### src/rtl/stream_mux_pkg.sv
// Shared types and helpers for the N-channel stream multiplexer.
package stream_mux_pkg;

    // Arbitration source for the unlocked grant
    typedef enum logic {
        MODE_SEL = 1'b0,
        MODE_RR  = 1'b1
    } mode_e;

    // Packet lock state
    typedef enum logic {
        ST_UNLOCKED = 1'b0,
        ST_LOCKED   = 1'b1
    } lock_state_e;

    // Width of a channel index; never narrower than one bit
    function automatic int sel_width(input int num_ch);
        return (num_ch <= 2) ? 1 : $clog2(num_ch);
    endfunction

endpackage : stream_mux_pkg

### src/rtl/stream_mux_n_rr_arbiter.sv
// Combinational round-robin arbiter: grants the first requester above ptr_i,
// wrapping modulo NumCh, so the channel at ptr_i has the lowest priority.
module rr_arbiter_n
    import stream_mux_pkg::*;
#(
    parameter int NumCh    = 3,
    parameter int SelWidth = sel_width(NumCh)
) (
    input  logic [NumCh-1:0]    req_i,
    input  logic [SelWidth-1:0] ptr_i,
    output logic [NumCh-1:0]    gnt_o,
    output logic [SelWidth-1:0] idx_o
);

    // Search ptr+1, ptr+2, ... ptr (mod NumCh) and keep the first hit
    always_comb begin
        int  k;
        logic found;
        k     = 0;
        found = 1'b0;
        gnt_o = '0;
        idx_o = '0;
        for (int i = 1; i <= NumCh; i++) begin
            k = (int'(ptr_i) + i) % NumCh;
            if (!found && req_i[k]) begin
                found    = 1'b1;
                gnt_o[k] = 1'b1;
                idx_o    = SelWidth'(k);
            end
        end
    end

endmodule : rr_arbiter_n

### src/rtl/stream_mux_n.sv
// N-channel valid/ready stream multiplexer with a registered output stage
// and packet-level grant locking.
//
// state       | meaning
// ST_UNLOCKED | grant follows select_i (MODE_SEL) or the round-robin arbiter
// ST_LOCKED   | grant pinned to lock_ch_q until its last beat is accepted
module stream_mux_n
    import stream_mux_pkg::*;
#(
    parameter int    DWidth = 32,
    parameter int    NumCh  = 3,
    parameter mode_e Mode   = MODE_SEL,
    localparam int   SelWidth = sel_width(NumCh)
) (
    input  logic                    clk_i,
    input  logic                    rst_i,
    input  logic [NumCh-1:0]        valid_i,
    input  logic [NumCh*DWidth-1:0] data_i,
    input  logic [NumCh-1:0]        last_i,
    output logic [NumCh-1:0]        ready_o,
    input  logic [SelWidth-1:0]     select_i,
    output logic                    valid_o,
    output logic [DWidth-1:0]       data_o,
    output logic                    last_o,
    output logic [SelWidth-1:0]     ch_o,
    input  logic                    ready_i,
    output logic                    sel_err_o
);

    lock_state_e         state_q;
    logic [SelWidth-1:0] lock_ch_q;
    logic                valid_q;
    logic [DWidth-1:0]   data_q;
    logic                last_q;
    logic [SelWidth-1:0] ch_q;
    logic                sel_err_q;

    logic                advance;
    logic [NumCh-1:0]    gnt_vec;
    logic [SelWidth-1:0] gnt_idx;
    logic                sel_oor;
    logic [DWidth-1:0]   sel_data;
    logic                sel_last;
    logic                accept;

    logic [NumCh-1:0]    arb_gnt;
    logic [SelWidth-1:0] arb_idx;

    // Output register can take a new beat when empty or being drained
    assign advance = !valid_q || ready_i;

    // Round-robin arbiter and its pointer only exist in MODE_RR; the pointer
    // moves only on a packet's last beat so fairness is per packet, not per beat
    if (Mode == MODE_RR) begin : g_rr
        logic [SelWidth-1:0] ptr_q;

        // Pointer starts at the top channel so channel 0 wins first
        always_ff @(posedge clk_i) begin
            if (rst_i) begin
                ptr_q <= SelWidth'(NumCh - 1);
            end else if (accept && sel_last) begin
                ptr_q <= gnt_idx;
            end
        end

        rr_arbiter_n #(
            .NumCh    (NumCh),
            .SelWidth (SelWidth)
        ) u_arb (
            .req_i (valid_i),
            .ptr_i (ptr_q),
            .gnt_o (arb_gnt),
            .idx_o (arb_idx)
        );
    end else begin : g_sel
        assign arb_gnt = '0;
        assign arb_idx = '0;
    end

    // Grant selection: lock overrides everything, then the mode's arbiter
    always_comb begin
        gnt_vec = '0;
        gnt_idx = '0;
        sel_oor = 1'b0;
        if (state_q == ST_LOCKED) begin
            gnt_vec[lock_ch_q] = 1'b1;
            gnt_idx            = lock_ch_q;
        end else if (Mode == MODE_RR) begin
            gnt_vec = arb_gnt;
            gnt_idx = arb_idx;
        end else if (int'(select_i) < NumCh) begin
            gnt_vec[select_i] = 1'b1;
            gnt_idx           = select_i;
        end else begin
            sel_oor = 1'b1;
        end
    end

    // Data/last of the granted channel; grant is one-hot or empty
    always_comb begin
        sel_data = '0;
        sel_last = 1'b0;
        for (int k = 0; k < NumCh; k++) begin
            if (gnt_vec[k]) begin
                sel_data = data_i[k*DWidth +: DWidth];
                sel_last = last_i[k];
            end
        end
    end

    assign accept  = advance && |(gnt_vec & valid_i);
    assign ready_o = gnt_vec & {NumCh{advance}};

    // Lock FSM, output beat register and sticky select error
    always_ff @(posedge clk_i) begin
        if (rst_i) begin
            state_q   <= ST_UNLOCKED;
            lock_ch_q <= '0;
            valid_q   <= 1'b0;
            data_q    <= '0;
            last_q    <= 1'b0;
            ch_q      <= '0;
            sel_err_q <= 1'b0;
        end else begin
            if (sel_oor) begin
                sel_err_q <= 1'b1;
            end
            if (accept) begin
                valid_q <= 1'b1;
                data_q  <= sel_data;
                last_q  <= sel_last;
                ch_q    <= gnt_idx;
                case (state_q)
                    ST_UNLOCKED: begin
                        if (!sel_last) begin
                            state_q   <= ST_LOCKED;
                            lock_ch_q <= gnt_idx;
                        end
                    end
                    ST_LOCKED: begin
                        if (sel_last) begin
                            state_q <= ST_UNLOCKED;
                        end
                    end
                    default: state_q <= ST_UNLOCKED;
                endcase
            end else if (advance) begin
                valid_q <= 1'b0;
            end
        end
    end

    assign valid_o   = valid_q;
    assign data_o    = data_q;
    assign last_o    = last_q;
    assign ch_o      = ch_q;
    assign sel_err_o = sel_err_q;

endmodule : stream_mux_n

### config.mk
export PLATFORM = sky130hd
export DESIGN_NAME = stream_mux_n
export DESIGN_NICKNAME = d
export VERILOG_FILES = /design/src/rtl/stream_mux_pkg.sv /design/src/rtl/stream_mux_n_rr_arbiter.sv /design/src/rtl/stream_mux_n.sv
export SDC_FILE = /design/constraint.sdc
export NUM_CORES = 1
export LEC_CHECK = 0
export BUFFER_PORTS_ARGS = -buffer_cell sky130_fd_sc_hd__buf_2
export CORE_UTILIZATION = 25
export DETAILED_ROUTE_END_ITERATION = 10
export PLACE_DENSITY = 0.58
export SETUP_SLACK_MARGIN = 0.5
export SLEW_MARGIN = 20
export SYNTH_ARGS = -nofsm -noshare
export SYNTH_HDL_FRONTEND = slang
export SYNTH_SLANG_ARGS = --single-unit
### constraint.sdc
create_clock -name clk_i -period 5.3 [get_ports clk_i]
set_clock_uncertainty 0.2 [all_clocks]
set_input_delay 0 -clock clk_i [delete_from_list [all_inputs] [get_ports clk_i]]
set_output_delay 0 -clock clk_i [all_outputs]
set_load 0.02 [all_outputs]
---- Yosys cells after proc, flatten, opt, wreduce, memory -nomap -nowiden ----
Cells that the tools add are included.
storage, ports and cells
  input bits .............................. 107
  output and inout bits ................... 40
  word-level logic and storage cells ...... 43
  register bits ........................... 40
operators by class
  bitwise gates (word level) .............. 4
  reductions and logical operators ........ 8
  multiplexer cells ....................... 19
  $lt $le $gt $ge ......................... 5
operator list
  cell                  number
  $mux W32              3
  $mux W1               10
  $and A3 B3 Y3         2
  $lt A2 B3 Y1 const B  2
  $mux W3               2
  $demux W1 S2          2
  $ge A2 B1 Y1 const B  2
  $mux W2               2
  $logic_and A1 B1 Y1   3
  $reduce_and A3 Y1     1
  $reduce_or A3 Y1      1
  $lt A2 B2 Y1 const B  1
  $not A1 Y1            2
  $reduce_bool A2 Y1    1
  $logic_not A1 Y1      1
  $logic_or A1 B1 Y1    1

---- Longest topological paths before layout ----
  depth after elaboration ................. 11
  mapped depth ............................ 8
  gate-level depth less buffers ........... 5

---- Worst setup path after synthesis ----
No wires, ideal clock.
  path type ............................... reg-to-reg
  start point ............................. reg state_q
  end point ............................... reg lock_ch_q[0]
  arrival time ............................ 1.783 ns
  data required time ...................... 4.979 ns
  slack ................................... 3.195 ns
  cell stages (with the launch flop) ...... 6
  cells stage by stage .................... dfxtp_1 > or3b_4 > and2_4 > o22a_1 > or4_4 > mux2_4
between the ends
  longest elaborated chain between the ends .. 6
  elaborated cells between the ends (all ways) .. 11
RTL lines
  element                             line                 text
  start: declaration                  stream_mux_n.sv:30   lock_state_e state_q;
  start signal: assignment            stream_mux_n.sv:117  state_q <= ST_UNLOCKED;
  start signal: assignment            stream_mux_n.sv:136  state_q <= ST_LOCKED;
  start signal: assignment            stream_mux_n.sv:142  state_q <= ST_UNLOCKED;
  $mux W3                             stream_mux_n.sv:85   if (state_q == ST_LOCKED) begin
  $mux W1 (3 in a row)                stream_mux_n.sv:104  if (gnt_vec[k]) begin
  $not A1 Y1 (no source line)         -
  $reduce_and A3 Y1 (no source line)  -
  end signal: assignment              stream_mux_n.sv:137  lock_ch_q <= gnt_idx;
  end: declaration                    stream_mux_n.sv:31   logic [SelWidth-1:0] lock_ch_q;
Several ways; a longest one is shown, not always the timed one.
A chain may end at the register's enable or synchronous reset.

---- Final worst setup path ----
  start point ............................. reg state_q
  end point ............................... reg data_q[30], in the netlist data_o[30]
between the ends
  longest elaborated chain between the ends .. 4
  elaborated cells between the ends (all ways) .. 7
RTL lines
  element                                                 line                                      text
  $mux W3 *                                               stream_mux_n.sv:85
  $mux W32 / $and A3 B3 Y3 (equally long branches)        stream_mux_n.sv:104, stream_mux_n.sv:111
  $mux W32 / $reduce_or A3 Y1 (equally long branches)     stream_mux_n.sv:104, stream_mux_n.sv:111
  $mux W32 / $logic_and A1 B1 Y1 (equally long branches)  stream_mux_n.sv:104, stream_mux_n.sv:111
  end signal: assignment                                  stream_mux_n.sv:130                       data_q <= sel_data;
  end: declaration                                        stream_mux_n.sv:33                        logic [DWidth-1:0] data_q;
Mark *: on every way between the ends. The rest lies on a longest branch, timed or not.

==> results.cfg <==
[outcome]
status = finished, final reports clean

[floorplanning]
initial_core_util = 0.261
die_y_um = 89.6
core_um2 = 7330
die_area_um2 = 8020
die_w_um = 89.6
io_pins = 147
rows = 31

[sta]
drv_slew = 0
max_slew_margin = 0.488
fin_tns_setup_ns = 0
rsz0062_at_grt = no
timing.hold.ws_ns = 0.0423
worst_pin_slew_ns = 0.769
min_period_ns = 2.93
setup_viol = 0
period_share = 0.553
finalHoldViolations = 0
max_clock_freq_mhz = 341

[place]
portBuffers = 146
dp_hpwl_mm = 4.15
place.gp.congestion = 0.799
place_inst = 433
place_area_um2 = 2710

[synthesis]
synthArstFlopShare = 0
syn-instance-count = 209
ys_warn_count = 0
synth.cell_area_um2 = 1920
synth_area_per_cell_um2 = 9.17
ys_types = 35
ys_ff_latch = 40
synth_edf_count = 0
synth_flop_cell = dfxtp_1
syn-num-nets = 316
seq_area_frac_synth = 0.418

[pwr]
pwr_density_cell_nw_per_um2 = 297
p_leak_uw = 0.00156
total_power_uw = 1040
peakVddDrop_mv = 0.118

[worst_setup_path]
worstPathArrival_ns = 2.92
cp-end-kind = register
worstSetupPathType = reg2reg
crit_required_ns = 5.29
path_cells = inv_1 -> o32ai_4 -> buf_4 -> a222oi_1 -> dlygate4sd3_1 -> a211oi_1
cpLargestDelayFamily = buffers and inverters
crit_slowest_cell = dlygate4sd3_1
path_buf_inv = 3
slowest_delay_ns = 0.61
critPathMaxFanout = 19
reg2reg_slack_ns = 2.37
startpoint_type = register

[drt]
drt_wl_total_mm = 6.58
wire_per_inst_um = 12.9
drt_iter0_markers = 154
drt-vias-per-instance = 4.86
firstDrtPassIters = 6
antenna_left = 0
vias = 2478
drc_errors = 0

[clocking]
cts.path.max_buffers = 2
clockRootBuffer = clkbuf_8
numClockSinks = 40
htree_num_levels = 2
cts_made_buffers = 5
cts_tree = done
clkLatencyLatePin_ns = 0.28
cts_resized = 0
path_clk_slew_ns = 0.08

[final_layout]
area_growth_pct = 82.9
multi_input_area_um2 = 1050
antenna_cells = 0
finalNetCount = 517
drive_gt1_frac = 0.406
fillers = 717
finalInstanceArea_um2 = 3510
sequential_cell_area_um2 = 801
fin_cells = 510

[job]
maxCapViolCount = 0

[grt]
track_usage = 0.156
overflow = 0
first_global_vias = 2158
grt_max_degree = 70
grt_pass1_wl_mm = 9.60
grt_antenna_before_repair = 0

[min_path]
min_path_type = in2reg
[flip-flops by register name (all words and copies together), names as in the netlist]
register   flops
data_o        32
ch_o           2
lock_ch_q      2
last_o         1
sel_err_o      1
state_q        1
valid_o        1
[placed cells by master, fill, tap and decap left out, types with 2 or more instances in the layout]
cell type and count:
o21ai_0 2, nor2_1 40, dfxtp_1 40, and2_1 2
buf_2 146, a222oi_1 32, nor2b_1 3, dlygate4sd3_1 69
nand2_1 2, mux2i_1 4, buf_4 2, a21oi_1 2
nand2b_1 4, o22ai_1 2, a211oi_1 33, clkbuf_8 6
[cells by family after synthesis]
family                 after synthesis  share of synthesized area
buffers and inverters               24                     0.0535
muxes                                5                     0.0287
and+or+nand+nor                     62                      0.158
DFF                                 40                      0.418
AOI/OAI and AO/OA                   78                      0.342
[metal layers]
metal / global-route usage / share of wire
met1: 0.166 / 0.40
met2: 0.306 / 0.53
met3: 0.0369 / 0.066
met4: 0.0346 / 0.0036
met5: 0 / 0
[path summary, 6_finish.rpt]
kind | from | end | depth (start not counted)
worst max-delay path | state_q$_SDFFE_PP0P_ | data_o[30]$_SDFFE_PP0P_ | 6
worst min-delay path | last_i[1] | state_q$_SDFFE_PP0P_ | 4
worst max register to register | state_q$_SDFFE_PP0P_ | data_o[30]$_SDFFE_PP0P_ | 6
worst min register to register | ch_o[0]$_SDFFE_PP0P_ | ch_o[0]$_SDFFE_PP0P_ | 2
[through the flow]
step                       util  setup WS, ns
final                     0.478          2.37
after global routing      0.478          2.14
after CTS                 0.477          2.19
after detailed placement  0.370          2.60
after global placement    0.370          2.66
after floorplan               -          3.20
[power by group]
part	internal [µW]	switching [µW]	total, µW	leakage [µW]
registers	351	28.9	380	0.000330
clock network	106	102	207	0.0000445
logic	221	231	452	0.00118
total	678	362	1040	0.00156
[cell type report]
| cell class | instances | share of cell area |
|---|---|---|
| Clock inverter | 1 | 0.00214 |
| Inverter | 1 | 0.00107 |
| Tap cell | 99 | 0.0353 |
| Timing Repair Buffer | 217 | 0.410 |
| Clock buffer | 7 | 0.0246 |
| Sequential cell | 40 | 0.228 |
| Multi-Input combinational cell | 145 | 0.299 |
[synth_stat cells, types with 3 or more instances]
cell	count	area share
nand2_1	3	0.0059
nor2_1	40	0.078
nand2b_1	4	0.013
buf_2	7	0.018
nor2b_1	3	0.0098
a222oi_1	32	0.17
dfxtp_1	40	0.42
mux2i_1	4	0.021
clkbuf_1	14	0.027
a211oi_1	33	0.13
[what timing repair did]
action / in CTS / in global routing
setup buffers: 0 / 0
hold buffers: 69 / 0
endpoints found under the hold margin: 39 / 0
[worst min-delay path, stage by stage]
cell	delay (ns)
buf_2	0.09
a31o_2	0.14
o22a_1	0.16
a211oi_1	0.08
Power figures use the tool's default switching activity.
